==> config.mk <==
export PLATFORM = sky130hd
export DESIGN_NAME = dmux_1x2_16bits_buf
export DESIGN_NICKNAME = d
export VERILOG_FILES = /design/src/rtl/dmux_1x2_16bits_buf.sv
export SDC_FILE = /design/constraint.sdc
export NUM_CORES = 1
export LEC_CHECK = 0
export ABC_CLOCK_PERIOD_IN_PS = 4500
export BUFFER_PORTS_ARGS = -buffer_cell sky130_fd_sc_hd__buf_2
export CAP_MARGIN = 30
export CORE_MARGIN = 4
export CORE_UTILIZATION = 52
export CTS_BUF_LIST = sky130_fd_sc_hd__clkbuf_8
export DETAILED_ROUTE_END_ITERATION = 7
export PLACE_DENSITY_LB_ADDON = 0.3
export RECOVER_POWER = 25
export SKIP_LAST_GASP = 1
export SLEW_MARGIN = 20
export SYNTH_ARGS = -nofsm -noshare
export SYNTH_HDL_FRONTEND = slang
export SYNTH_HIERARCHICAL = 1
export SYNTH_SLANG_ARGS = --single-unit
==> constraint.sdc <==
create_clock -name clk_in -period 4.5 [get_ports clk_in]
set_input_delay 0 -clock clk_in [delete_from_list [all_inputs] [get_ports clk_in]]
set_output_delay 0 -clock clk_in [all_outputs]
set_load 0.005 [all_outputs]
==> src/rtl/dmux_1x2_16bits_buf.sv <==
// dmux_1x2_16bits_buf
//   Routes 16-bit words from a single input port into one of two buffered
//   output branches (A or B). Each branch is a DEPTH-entry FIFO with a
//   registered write (one-cycle latency, no bypass) and a head word that is
//   presented combinationally from the storage array.
//
// Ports (top):
//   clk_in       : single clock, rising-edge state updates
//   rst_n_in     : synchronous active-low reset
//   data_in      : word to route
//   sel_in       : destination, 0 = branch A, 1 = branch B
//   valid_in     : data_in/sel_in valid
//   ready_out    : block accepts the word this cycle
//   a/b_data_out : head word of the branch buffer (16'h0000 when empty)
//   a/b_valid_out: branch buffer non-empty
//   a/b_ready_in : downstream consumes the head word
//   a/b_level_out: branch occupancy, 0..DEPTH
//
// Handshake: every channel uses valid/ready. A transfer happens on a rising
// edge where valid and ready are both high. valid never depends on ready;
// ready_out depends only on sel_in, the selected branch's fill state and its
// ready_in, never on valid_in.

// One branch buffer: circular storage with read/write pointers and a level
// counter. Pointers wrap naturally because DEPTH is a power of two.
module dmux_branch_fifo #(
    parameter int DEPTH = 2
) (
    input  logic                     clk,
    input  logic                     rst_n,
    input  logic                     push,
    input  logic [15:0]              push_data,
    input  logic                     ready_in,
    output logic [15:0]              data,
    output logic                     valid,
    output logic                     full,
    output logic [$clog2(DEPTH):0]   level
);
    localparam int PW = $clog2(DEPTH);
    localparam int LW = $clog2(DEPTH) + 1;

    logic [15:0]   mem [DEPTH];
    logic [PW-1:0] rd_ptr;
    logic [PW-1:0] wr_ptr;
    logic [LW-1:0] count;
    logic          pop;

    // A pop only happens when there is a head word; ready_in on an empty
    // branch is ignored.
    assign pop   = valid && ready_in;
    assign valid = (count != '0);
    assign full  = (count == LW'(DEPTH));
    assign level = count;
    assign data  = valid ? mem[rd_ptr] : 16'h0000;

    always_ff @(posedge clk) begin
        if (!rst_n) begin
            rd_ptr <= '0;
            wr_ptr <= '0;
            count  <= '0;
        end else begin
            if (push) begin
                wr_ptr <= wr_ptr + PW'(1);
            end
            if (pop) begin
                rd_ptr <= rd_ptr + PW'(1);
            end
            // Simultaneous push and pop leaves the level unchanged.
            case ({push, pop})
                2'b10:   count <= count + LW'(1);
                2'b01:   count <= count - LW'(1);
                default: count <= count;
            endcase
        end
    end

    // Storage needs no reset: the head is masked to zero while empty, and
    // reset clears the level so stale entries are never exposed again.
    always_ff @(posedge clk) begin
        if (rst_n && push) begin
            mem[wr_ptr] <= push_data;
        end
    end
endmodule

module dmux_1x2_16bits_buf #(
    parameter int DEPTH = 2
) (
    input  logic                    clk_in,
    input  logic                    rst_n_in,
    input  logic [15:0]             data_in,
    input  logic                    sel_in,
    input  logic                    valid_in,
    output logic                    ready_out,
    output logic [15:0]             a_data_out,
    output logic [15:0]             b_data_out,
    output logic                    a_valid_out,
    output logic                    b_valid_out,
    input  logic                    a_ready_in,
    input  logic                    b_ready_in,
    output logic [$clog2(DEPTH):0]  a_level_out,
    output logic [$clog2(DEPTH):0]  b_level_out
);
    logic a_full;
    logic b_full;
    logic a_room;
    logic b_room;
    logic accept;
    logic a_push;
    logic b_push;

    // A full branch can still take a word if its head leaves this cycle;
    // a full branch always has valid high, so ready_in alone implies a pop.
    assign a_room    = !a_full || a_ready_in;
    assign b_room    = !b_full || b_ready_in;
    assign ready_out = sel_in ? b_room : a_room;

    // Words offered while reset is asserted are dropped.
    assign accept = valid_in && ready_out && rst_n_in;
    assign a_push = accept && !sel_in;
    assign b_push = accept &&  sel_in;

    dmux_branch_fifo #(.DEPTH(DEPTH)) u_branch_a (
        .clk       (clk_in),
        .rst_n     (rst_n_in),
        .push      (a_push),
        .push_data (data_in),
        .ready_in  (a_ready_in),
        .data      (a_data_out),
        .valid     (a_valid_out),
        .full      (a_full),
        .level     (a_level_out)
    );

    dmux_branch_fifo #(.DEPTH(DEPTH)) u_branch_b (
        .clk       (clk_in),
        .rst_n     (rst_n_in),
        .push      (b_push),
        .push_data (data_in),
        .ready_in  (b_ready_in),
        .data      (b_data_out),
        .valid     (b_valid_out),
        .full      (b_full),
        .level     (b_level_out)
    );
endmodule

==> flow_metrics.py <==
metrics = {
    "finish": {
        "drive_gt1_share_pct": 24.1,
        "fin_cells": 354,
        "syn_to_final_growth_pct": 25.9,
        "final_core_util_pct": 67.3,
        "nets": 301,
        "final_area_um2": 3680,
        "diodes": 0,
    },
    "pwr": {
        "power_frac_seq_pct": 49.5,
        "p_switching_w": 0.000387,
        "intPower_w": 0.00123,
        "p_clk_share_pct": 33.4,
        "irDropWorstVdd_mv": 0.266,
        "pwr-share-comb_pct": 17.1,
        "switching_share_pct": 24.0,
        "p_leak_nw": 1.40,
        "p_per_area_nw_per_um2": 438,
    },
    "setup_path": {
        "critPathTopFamily": "simple AND/OR/NAND/NOR gates",
        "crit_slowest_cell": "and3_1",
        "timing_worst_setup_path_type": "reg2reg",
        "r2r_slack_ns": 2.42,
        "cp-start-kind": "flip-flop",
        "crit_fanout": 16,
        "setup.worst_path.end_class": "flip-flop",
        "worstPathRequired_ns": 4.45,
        "crit_buf_inv": 0,
        "arrival_ns": 2.03,
        "slowest_delay_ns": 0.78,
        "path_cells": "nor2b_1 -> nor2b_4 -> nor3_2 -> and3_1",
    },
    "die": {
        "pin_count": 61,
        "dieArea_um2": 6890,
        "die_height_um": 83.0,
        "row_count": 27,
        "core_um2": 5470,
        "initial_core_util_pct": 53.4,
        "fp.dieW_um": 83.0,
    },
    "yosys": {
        "synth_async_sr_flop_share_pct": 0,
        "yosys_warnings": 6,
        "synthesis.nets": 216,
        "synth-main-ff-cell": "edfxtp_1",
        "synthDistinctLibCells": 20,
        "avgSynthCellArea_um2": 15.2,
        "synth_edf_count": 64,
        "netlist_instances": 192,
        "synth_area_um2": 2920,
        "seq_area_frac_synth_pct": 72.6,
        "yosys_register_bits": 74,
    },
    "clock_network": {
        "tritoncts": "yes",
        "cts.path.max_buffers": 2,
        "root_buffer": "clkbuf_8",
        "ctsHoldBuffers": 16,
        "cts_buffers": 9,
        "htree_levels": 3,
        "cts-resized-gates": 0,
        "path_clk_slew_ns": 0.07,
        "clock_latency_ns": 0.33,
        "cts_setup_buffers": 0,
        "clkSinkCount": 74,
    },
    "sta": {
        "max_freq_mhz": 481,
        "worst_slew_pin_slew_ns": 0.971,
        "finalSetupViolations": 0,
        "period_minus_slack_ns": 2.08,
        "post-route-period-util_pct": 46.2,
        "slew_violations": 0,
        "relSlewSlack_pct": 35.2,
        "rsz0062_at_grt": "false",
        "hold_viol": 0,
        "setup_tns_ns": 0,
        "clock_skew_ns": 0.00610,
        "setup_ws_ns": 2.42,
    },
    "global_route": {
        "antenna_found_initial": 0,
        "grt_pass1_wl_um": 8890,
        "track_usage_pct": 16.8,
        "grt_max_degree": 18,
        "grt_overflow": 0,
        "grt_pass1_vias": 1751,
    },
    "placement": {
        "gp_congestion": 0.771,
        "dp_cells": 321,
        "port_buffers": 60,
        "dpl_cell_area_um2": 3310,
        "hpwlAfterDp_um": 3460,
        "dp_slack_ns": 2.34,
    },
    "flow_run": {
        "cap_violations": 0,
    },
    "detailed_routing": {
        "via_per_inst": 4.92,
        "drt_iter0_drc": 61,
        "dr_total_vias": 1740,
        "ant_nets": 0,
        "first_pass_iters": 4,
        "wl_per_cell_um": 15.2,
        "drt-total-wl_um": 5390,
        "drcViolationCount": 0,
    },
    "status": {
        "outcome": "complete, no violations",
    },
    "hold_path": {
        "min_path_type": "in2reg",
    },
}
## cell usage after synthesis, types with 3 or more instances
cell type | n | share of area (%)
edfxtp_1 | 64 | 66
and2_1 | 8 | 1.7
mux2i_1 | 33 | 11
buf_2 | 4 | 0.68
xnor2_1 | 6 | 1.8
dfxtp_1 | 10 | 6.8
nand2_1 | 3 | 0.39
o21ai_0 | 4 | 0.68
nor2_1 | 36 | 4.6
inv_1 | 6 | 0.77
## placed cells by master (no fill, tap or decap), drive strengths merged
cell type	synthesis	layout
xor2	2	2
nor3	1	1
mux2i	33	33
clkbuf	0	24
o21ai	4	4
buf	6	50
nor3b	1	1
nand2	3	3
inv	6	10
and2	8	8
ha	2	2
xnor2	6	6
nor2b	4	4
a21boi	2	2
and3	2	2
dlygate4sd3	0	16
edfxtp	64	64
or3	2	2
nor2	36	36
dfxtp	10	10
bufinv	0	2
## routing by layer
layer | track usage, % | wire [µm]
met5 | 0 | 0
met4 | 7.58 | 104
met3 | 4.27 | 334
met1 | 22.5 | 2410
met2 | 25.9 | 2540
## metrics by stage
stage | total power (W) | hold slack [ns]
after floorplan | 0.000961 | 0.0631
after global placement | 0.00107 | 0.219
after detailed placement | 0.00108 | 0.224
after CTS | 0.00163 | 0.0287
after global routing | 0.00170 | 0.0501
final | 0.00161 | 0.0376
## area by class of cell
cell class	count	area [µm²]
clock inverters	6	75.1
well taps	72	90.1
inverters	6	22.5
clock buffers	10	138
multi-input cells	106	749
fillers	417	1790
repair buffers	80	484
flip-flops and latches	74	2120
## kinds of logic (layout without fill, tap and decap cells)
| logic type | after synthesis | in the layout | synth area share [%] |
|---|---|---|---|
| compound gates | 6 | 6 | 1.20 |
| xor+xnor | 8 | 8 | 2.40 |
| fa+ha+maj | 2 | 2 | 0.856 |
| buf+inv | 12 | 102 | 1.97 |
| flops | 74 | 74 | 72.6 |
| mux | 33 | 33 | 11.3 |
| simple gates | 57 | 57 | 9.71 |
## power groups by stage
stage          registers (W)  logic (W)  clock network, W
6_report            0.000798   0.000276          0.000538
3_3_place_gp        0.000821   0.000253                 0
4_1_cts             0.000798   0.000281          0.000551
5_1_grt             0.000802   0.000307          0.000590
3_5_place_dp        0.000813   0.000269                 0
2_1_floorplan       0.000794   0.000167                 0
## registers in the layout, indices dropped and copies added (netlist names), named ones only
| name | flops |
|---|---|
| u_branch_a/level | 2 |
| u_branch_a/mem | 32 |
| u_branch_a/rd_ptr | 1 |
| u_branch_a/wr_ptr | 1 |
| u_branch_b/level | 2 |
| u_branch_b/mem | 32 |
| u_branch_b/rd_ptr | 1 |
| u_branch_b/wr_ptr | 1 |
## path summary, 6_finish.rpt
kind,from,to,cells past startpoint
setup reg to reg,u_branch_a/level[0],u_branch_a/mem[1][3],4
hold reg to reg,u_branch_b/level[1],u_branch_b/level[1],2
setup / recovery,u_branch_a/level[0],u_branch_a/mem[1][3],4
hold / removal,rst_n_in,u_branch_b/level[1],2
(Power assumes the default switching activity.)
